**src/rtl/rom_seq_ctrl.sv**
```systemverilog
// Sequences a block ROM into a display register and time-multiplexes the
// latched word onto a 4-digit 7-segment display, all from one clock.
module rom_seq_ctrl #(
  parameter int ADDR_W    = 4,
  parameter int DATA_W    = 16,
  parameter int STEP_BITS = 24,
  parameter int SCAN_BITS = 18,
  parameter int ROM_LAT   = 1
) (
  input  logic              clk,
  input  logic              clr,
  input  logic              start,
  input  logic              stop,
  input  logic              step,
  output logic [ADDR_W-1:0] rom_addr,
  input  logic [DATA_W-1:0] rom_data,
  output logic [DATA_W-1:0] disp_data,
  output logic [3:0]        digit,
  output logic [3:0]        an,
  output logic              busy,
  output logic              wrap
);

  localparam logic [1:0] WAIT_LOAD = 2'(ROM_LAT - 1);

  typedef enum logic [1:0] {
    S_IDLE  = 2'd0,
    S_RUN   = 2'd1,
    S_WAIT  = 2'd2,
    S_LATCH = 2'd3
  } state_e;

  state_e              state_q, state_d;
  logic [STEP_BITS-1:0] presc_q;
  logic [ADDR_W-1:0]   addr_q;
  logic [DATA_W-1:0]   disp_q;
  logic [1:0]          wait_q;
  logic [1:0]          idx_q;
  logic                single_q;
  logic                pstop_q;
  logic                busy_q;
  logic                wrap_q;

  logic                step_tick;
  logic                scan_tick;
  logic                start_acc;
  logic                step_acc;
  logic                tick_acc;
  logic                addr_inc;

  assign step_tick = &presc_q;
  assign scan_tick = &presc_q[SCAN_BITS-1:0];
  assign addr_inc  = step_acc | tick_acc;

  // Prescaler realigns to the start command so the first step lands a full
  // period after the initial fetch.
  always_ff @(posedge clk or negedge clr) begin
    if (!clr) begin
      presc_q <= '0;
    end else if (start_acc) begin
      presc_q <= '0;
    end else begin
      presc_q <= presc_q + STEP_BITS'(1);
    end
  end

  always_ff @(posedge clk or negedge clr) begin
    if (!clr) begin
      state_q <= S_IDLE;
    end else begin
      state_q <= state_d;
    end
  end

  always_comb begin
    state_d   = state_q;
    start_acc = 1'b0;
    step_acc  = 1'b0;
    tick_acc  = 1'b0;
    unique case (state_q)
      S_IDLE: begin
        if (!stop) begin
          if (start) begin
            start_acc = 1'b1;
            state_d   = S_WAIT;
          end else if (step) begin
            step_acc = 1'b1;
            state_d  = S_WAIT;
          end
        end
      end
      S_RUN: begin
        if (stop) begin
          state_d = S_IDLE;
        end else if (step_tick) begin
          tick_acc = 1'b1;
          state_d  = S_WAIT;
        end
      end
      S_WAIT: begin
        if (wait_q == 2'd0) begin
          state_d = S_LATCH;
        end
      end
      S_LATCH: begin
        // A stop arriving in the latch cycle itself is honoured immediately.
        if (single_q || pstop_q || stop) begin
          state_d = S_IDLE;
        end else begin
          state_d = S_RUN;
        end
      end
      default: state_d = S_IDLE;
    endcase
  end

  always_ff @(posedge clk or negedge clr) begin
    if (!clr) begin
      addr_q   <= '0;
      wrap_q   <= 1'b0;
      single_q <= 1'b0;
      wait_q   <= 2'd0;
      pstop_q  <= 1'b0;
      disp_q   <= '0;
      busy_q   <= 1'b0;
    end else begin
      wrap_q <= addr_inc && (&addr_q);
      busy_q <= (state_d != S_IDLE);
      if (start_acc) begin
        addr_q <= '0;
      end else if (addr_inc) begin
        addr_q <= addr_q + ADDR_W'(1);
      end
      if (start_acc) begin
        single_q <= 1'b0;
      end else if (step_acc) begin
        single_q <= 1'b1;
      end
      if (state_d == S_WAIT && state_q != S_WAIT) begin
        wait_q <= WAIT_LOAD;
      end else if (state_q == S_WAIT && wait_q != 2'd0) begin
        wait_q <= wait_q - 2'd1;
      end
      if (state_q == S_LATCH) begin
        pstop_q <= 1'b0;
      end else if (state_q == S_WAIT && stop) begin
        pstop_q <= 1'b1;
      end
      if (state_q == S_LATCH) begin
        disp_q <= rom_data;
      end
    end
  end

  always_ff @(posedge clk or negedge clr) begin
    if (!clr) begin
      idx_q <= 2'd0;
    end else if (scan_tick) begin
      idx_q <= idx_q + 2'd1;
    end
  end

  always_comb begin
    an    = ~(4'b0001 << idx_q);
    digit = disp_q[{idx_q, 2'b00} +: 4];
  end

  assign rom_addr  = addr_q;
  assign disp_data = disp_q;
  assign busy      = busy_q;
  assign wrap      = wrap_q;

endmodule

```
**config.mk**
```make
export PLATFORM = sky130hd
export DESIGN_NAME = rom_seq_ctrl
export DESIGN_NICKNAME = d
export VERILOG_FILES = /design/src/rtl/rom_seq_ctrl.sv
export SDC_FILE = /design/constraint.sdc
export NUM_CORES = 1
export LEC_CHECK = 0
export ABC_CLOCK_PERIOD_IN_PS = 2500
export BUFFER_PORTS_ARGS = -buffer_cell sky130_fd_sc_hd__buf_2
export CAP_MARGIN = 20
export CORE_ASPECT_RATIO = 1.1
export CORE_UTILIZATION = 30
export DETAILED_ROUTE_END_ITERATION = 8
export PLACE_DENSITY = 0.51
export SLEW_MARGIN = 20
export SYNTH_ARGS = -nofsm -noshare
export SYNTH_HDL_FRONTEND = slang
export SYNTH_SLANG_ARGS = --single-unit
```
**constraint.sdc**
```tcl
create_clock -name clk -period 2.5 [get_ports clk]
set_input_delay 0.5 -clock clk [delete_from_list [all_inputs] [get_ports clk]]
set_output_delay 0.5 -clock clk [all_outputs]
set_load 0.03 [all_outputs]
```
==> impl_metrics.py, run 1 <==
metrics = {
    "synth": {
        "ys_warn_count": 0,
        "synth_edf_count": 0,
        "synth_nets": 264,
        "synthFlopType": "dfrtp_1",
        "syn_area_um2": 2620,
        "async_flop_share_pct": 100,
        "ys_ff_latch": 54,
        "yosysSeqAreaShare_pct": 51.7,
        "syn_inst": 236,
        "synthDistinctLibCells": 35,
        "syn_area_per_cell_um2": 11.1,
    },
    "cts": {
        "clk_latency_ns": 0.31,
        "clockRootBuffer": "clkbuf_8",
        "numCtsBuffers": 5,
        "ctsHoldBuffers": 0,
        "cts_tree": "done",
        "cts_max_path_buffers": 2,
        "clock-sinks": 54,
        "ctsResizeCount": 0,
        "path_clk_slew_ns": 0.10,
        "postCtsSetupRepairBufs": 0,
        "cts_max_level": 2,
    },
    "placed_design": {
        "port_buffers": 50,
        "post-place-cells": 390,
        "dpl_cell_area_um2": 2980,
        "place_hpwl_mm": 3.37,
        "gp_congestion": 0.749,
        "dpl_worst_slack_ns": 0.571,
    },
    "sta": {
        "worst_pin_slew_ns": 0.690,
        "clock-skew-final_ns": 0.00826,
        "hold_viol": 0,
        "timing.final.crit_share_pct": 86.0,
        "finalWorstSetupSlack_ns": 0.351,
        "max-slew-margin-rel_pct": 54.0,
        "slew_violations": 0,
        "max_clock_freq_mhz": 465,
        "fin_crit_ns": 2.15,
        "timing.setup.tns_ns": 0,
        "rsz0062_at_grt": "false",
        "setup_viol": 0,
    },
    "finish": {
        "antenna_cells": 0,
        "fin_area_um2": 3080,
        "final_core_util_pct": 36.7,
        "drive_gt1_share_pct": 31.4,
        "fin_cells": 398,
        "fin_nets": 314,
        "area_growth_pct": 17.9,
    },
    "setup_path": {
        "critical_path_class": "reg2out",
        "required_ns": 2.00,
        "cp_slowest_cell": "dfrtp_1",
        "rr_startpoint": "presc_q[0]$_DFF_PN0_",
        "r2r_cells": 6,
        "reg2reg_to": "rom_addr[3]$_DFFE_PN0P_",
        "end_kind": "output port",
        "crit_arrival_ns": 1.65,
        "start_kind": "register",
        "slowest_delay_ns": 0.61,
        "cp_cell_sequence": "mux4_2 > buf_2",
        "r2r_slack_ns": 0.57,
        "path_max_fanout": 8,
    },
    "routing": {
        "via_count": 1831,
        "routed_via_density": 4.60,
        "postRouteAntennaNets": 0,
        "drc": 0,
        "drtIter0Drc": 56,
        "drt-total-wl_mm": 4.86,
        "firstDrtPassIters": 4,
        "wire_per_inst_um": 12.2,
    },
    "pwr": {
        "cellLeakagePower_nw": 1.41,
        "comb_power_share_pct": 38.5,
        "p_sw_share_pct": 39.1,
        "power.density_nw_per_um2": 1030,
        "seqPwrFrac_pct": 43.3,
        "irDropWorstVdd_mv": 0.335,
        "power_frac_clock_pct": 18.2,
        "intPower_mw": 1.93,
        "p_switching_mw": 1.24,
    },
    "floorplanning": {
        "rows": 35,
        "dieHeight_um": 99.9,
        "dieWidth_um": 91.0,
        "coreArea_um2": 8410,
        "initial_core_util_pct": 31.1,
        "die_area_um2": 9090,
        "ioPinCount": 51,
    },
    "grt": {
        "grt_pass1_wl_mm": 8.53,
        "grt.total_usage_pct": 11.7,
        "grt_overflow": 0,
        "antenna_found_initial": 0,
        "grt_max_degree": 55,
        "grt_pass1_vias": 1833,
    },
    "status": {
        "outcome": "complete, no violations",
    },
    "run": {
        "cap_viol_max_count": 0,
    },
    "worst_hold_path": {
        "hold_class": "in2async",
    },
}
[layout by cell type (no fill, tap or decap), drive strengths merged, types with 5 or more instances in the layout]
master	instances
nand3	14
inv	11
xnor2	13
nor3	5
nor2	33
buf	53
mux2	18
dfrtp	54
or3	5
nand2	13
a21oi	8
and2	5
ha	7
o21ai	5
and4	6
clkbuf	5
xor2	10
[worst max-delay path by stage]
stage                                     from                 endpoint  slack [ns]
after floorplan           idx_q[0]$_DFFE_PN0P_                 digit[0]        0.69
after global placement    presc_q[0]$_DFF_PN0_  rom_addr[3]$_DFFE_PN0P_        0.62
after detailed placement  presc_q[0]$_DFF_PN0_  rom_addr[3]$_DFFE_PN0P_        0.57
after CTS                 idx_q[0]$_DFFE_PN0P_                 digit[2]        0.31
after global routing      idx_q[0]$_DFFE_PN0P_                 digit[1]        0.23
final                     idx_q[0]$_DFFE_PN0P_                 digit[2]        0.35
[layout make-up]
type,instances,area [µm²]
clock buffers,5,68.8
clock inverters,3,40.0
fillers,871,5320
inverters,11,41.3
multi-input cells,161,1170
flip-flops and latches,54,1350
well taps,111,139
repair buffers,53,273
[per-layer routing]
layer / part of all wire [%] / track usage [%] / vias up
li1: - / - / 901
met1: 47 / 15.2 / 867
met2: 46 / 19.2 / 56
met3: 5.7 / 2.73 / 7
met4: 1.3 / 4.27 / 0
met5: 0 / 0 / -
[synthesized netlist by cell type, types with 2 or more instances]
cell | number | area [µm²]
a21oi_1 | 8 | 40.0
and2_1 | 4 | 25.0
and4_1 | 4 | 35.0
buf_1 | 2 | 7.51
buf_2 | 2 | 10.0
clkbuf_1 | 4 | 15.0
dfrtp_1 | 54 | 1350
ha_1 | 7 | 87.6
inv_1 | 11 | 41.3
mux2_2 | 17 | 191
mux4_2 | 4 | 90.1
nand2_1 | 13 | 48.8
nand2b_1 | 2 | 12.5
nand3_1 | 14 | 70.1
nand4_1 | 3 | 18.8
nor2_1 | 33 | 124
nor3_1 | 5 | 25.0
nor4_1 | 4 | 25.0
o21ai_0 | 5 | 25.0
or3_1 | 4 | 25.0
xnor2_1 | 13 | 114
xor2_1 | 10 | 87.6
[power by group through the flow]
stage	sequential [mW]	combinational, mW	clock (mW)
after global placement	1.38	1.22	0
after CTS	1.37	1.24	0.607
after global routing	1.42	1.32	0.640
final	1.37	1.22	0.577
after detailed placement	1.39	1.23	0
after floorplan	1.65	0.624	0
[sequential cells by signal, summed over array words and instances (netlist names)]
name,count
rom_addr,4
pstop_q,1
single_q,1
wrap,1
state_q,2
wait_q,2
idx_q,2
busy,1
presc_q,24
disp_data,16
[kinds of logic after synthesis]
family	Yosys count	share of synthesized area [%]
AO/OA/AOI/OAI	16	3.88
XOR/XNOR	23	7.70
adder cells (fa/ha/maj)	7	3.35
buffers and inverters	21	3.54
flip-flops	54	51.7
multiplexers	23	11.7
AND/OR/NAND/NOR	92	18.1
[worst max-delay path, delay by kind of cell, from the launching register on]
family / cells / cell delay [ns]
flip-flops: 1 / 0.61
multiplexers: 1 / 0.55
buffers and inverters: 1 / 0.19
[per-stage QoR]
stage                     power, mW  hold slack (ns)
after floorplan                2.28            0.204
after global placement         2.61            0.490
after detailed placement       2.62            0.500
after CTS                      3.21            0.339
after global routing           3.39            0.358
final                          3.16            0.316
Power figures use the tool's default switching activity.
==> inputs of run 2 (changes only) <==
==> constraint.sdc (replaced) <==
create_clock -name clk -period 2.5 [get_ports clk]
set_input_delay 0.625 -clock clk [delete_from_list [all_inputs] [get_ports clk]]
set_output_delay 0.625 -clock clk [all_outputs]
set_load 0.03 [all_outputs]
==> run 2 against run 1 <==
Effect of this change:
- hold slack got worse by 0.070 ns
- setup slack got worse by 0.097 ns
- non-clock buffer count did not move
- core utilization fell by 0.27 points
- clock power fell by 16%
- die area did not move
- largest power group unchanged
- combinational power barely moved
- critical path depth did not move
- sequential share of layout area rose by 0.32 points
- wire length rose by 0.68%
- cell count did not move
- cell area fell by 0.73%
==> impl_metrics.py, run 2 (synthesis gave the netlist of run 1 again) <==
metrics = {
    "cts": {
        "ctsHoldBuffers": 0,
        "cts_tree": "done",
        "clockRootBuffer": "clkbuf_8",
        "clock-sinks": 54,
        "cts_max_path_buffers": 2,
        "cts_max_level": 2,
        "numCtsBuffers": 5,
        "ctsResizeCount": 0,
        "postCtsSetupRepairBufs": 0,
        "path_clk_slew_ns": 0.10,
        "clk_latency_ns": 0.30,
    },
    "worst_hold_path": {
        "hold_class": "in2async",
    },
    "floorplanning": {
        "die_area_um2": 9090,
        "coreArea_um2": 8410,
        "dieWidth_um": 91.0,
        "dieHeight_um": 99.9,
        "rows": 35,
        "initial_core_util_pct": 31.1,
        "ioPinCount": 51,
    },
    "run": {
        "cap_viol_max_count": 0,
    },
    "placed_design": {
        "gp_congestion": 0.703,
        "dpl_cell_area_um2": 2980,
        "post-place-cells": 390,
        "port_buffers": 50,
        "place_hpwl_mm": 3.53,
        "dpl_worst_slack_ns": 0.527,
    },
    "sta": {
        "max_clock_freq_mhz": 445,
        "slew_violations": 0,
        "finalWorstSetupSlack_ns": 0.254,
        "max-slew-margin-rel_pct": 54.3,
        "timing.setup.tns_ns": 0,
        "clock-skew-final_ns": 0.00674,
        "hold_viol": 0,
        "setup_viol": 0,
        "timing.final.crit_share_pct": 89.8,
        "rsz0062_at_grt": "false",
        "fin_crit_ns": 2.25,
        "worst_pin_slew_ns": 0.684,
    },
    "finish": {
        "largest_reg_flops": 24,
        "fin_nets": 314,
        "antenna_cells": 0,
        "drive_gt1_share_pct": 31.0,
        "fill_cells": 874,
        "regMostFlops": "presc_q",
        "mostFrequentLayoutCells": "54 x dfrtp_1, 50 x buf_2, 33 x nor2_1",
        "fin_area_um2": 3060,
        "fin_cells": 398,
        "area_growth_pct": 17.1,
        "layout.cells.most_common": "dfrtp_1",
    },
    "setup_path": {
        "start_kind": "register",
        "cp_slowest_cell": "dfrtp_1",
        "cp_cell_sequence": "mux4_2 > buf_2",
        "path_max_fanout": 8,
        "crit_arrival_ns": 1.62,
        "required_ns": 1.88,
        "critical_path_class": "reg2out",
        "end_kind": "output port",
        "rr_startpoint": "presc_q[0]$_DFF_PN0_",
        "slowest_delay_ns": 0.59,
        "critPathLaunch": "idx_q[0]$_DFFE_PN0P_",
    },
    "grt": {
        "grt.total_usage_pct": 11.7,
        "antenna_found_initial": 0,
        "grt_pass1_vias": 1812,
        "grt_pass1_wl_mm": 8.56,
        "grt_max_degree": 29,
        "grt_overflow": 0,
    },
    "pwr": {
        "intPower_mw": 1.83,
        "p_switching_mw": 1.25,
        "power.density_nw_per_um2": 1010,
        "p_sw_share_pct": 40.6,
        "irDropWorstVdd_mv": 0.309,
        "seqPwrFrac_pct": 44.6,
        "power_frac_clock_pct": 15.8,
        "comb_power_share_pct": 39.6,
        "cellLeakagePower_nw": 1.40,
    },
    "routing": {
        "via_count": 1812,
        "drc": 0,
        "wire_per_inst_um": 12.3,
        "drt-total-wl_mm": 4.90,
        "postRouteAntennaNets": 0,
        "firstDrtPassIters": 4,
        "routed_via_density": 4.55,
        "drtIter0Drc": 66,
    },
    "status": {
        "outcome": "complete, no violations",
    },
}
run 2: changes by cell type in the layout (fill, tap and decap cells not counted), sizes merged:
cell,delta
bufinv,-1
clkbuf,+1
run 2: final cells by class:
| cell class | count | area [µm²] | area share [%] |
|---|---|---|---|
| sequential | 54 | 1350 | 44.1 |
| multi-input combinational | 161 | 1170 | 38.3 |
| tap | 111 | 139 | 4.54 |
| clock inverter | 2 | 13.8 | 0.450 |
| timing repair buffer | 53 | 273 | 8.91 |
| clock buffer | 6 | 72.6 | 2.37 |
| inverter | 11 | 41.3 | 1.35 |
run 2: path summary, 6_finish.rpt:
check | slack [ns] | end | cells after the start
min reg2reg | 0.52 | presc_q[0]$_DFF_PN0_ | 1
max reg2reg | 0.54 | rom_addr[3]$_DFFE_PN0P_ | 6
max | 0.25 | digit[2] | 2
min | 0.25 | pstop_q$_DFFE_PN0P_ | 1
max in group asynchronous | 1.64 | presc_q[13]$_DFF_PN0_ | 2
min in group clk | 0.52 | presc_q[0]$_DFF_PN0_ | 1
run 2: power groups by stage:
| stage | clock (mW) | combinational [mW] | sequential, mW |
|---|---|---|---|
| 2_1_floorplan | 0 | 0.624 | 1.65 |
| 3_3_place_gp | 0 | 1.22 | 1.39 |
| 3_5_place_dp | 0 | 1.24 | 1.39 |
| 4_1_cts | 0.505 | 1.24 | 1.38 |
| 5_1_grt | 0.542 | 1.34 | 1.42 |
| 6_report | 0.487 | 1.22 | 1.38 |
run 2: worst max-delay path, delay by kind of cell (launching register included):
kind / cells / cell delay (ns)
muxes: 1 / 0.54
DFF: 1 / 0.59
buffers and inverters: 1 / 0.19
run 2: metrics by stage:
stage / hold WS, ns / total power [mW] / util, %
global placement: 0.491 / 2.61 / 35.4
finish: 0.246 / 3.08 / 36.4
floorplan: 0.329 / 2.28 / -
CTS: 0.253 / 3.12 / 36.4
detailed placement: 0.504 / 2.63 / 35.4
global route: 0.257 / 3.30 / 36.4
run 2: per-layer routing:
layer | part of all wire (%) | track usage (%) | routed length [µm] | up-vias
met3 | 5.8 | 3.11 | 282 | 6
li1 | - | - | - | 905
met1 | 50 | 14.9 | 2430 | 853
met5 | 0 | 0 | 0 | -
met2 | 43 | 19.4 | 2120 | 48
met4 | 1.2 | 3.66 | 57 | 0
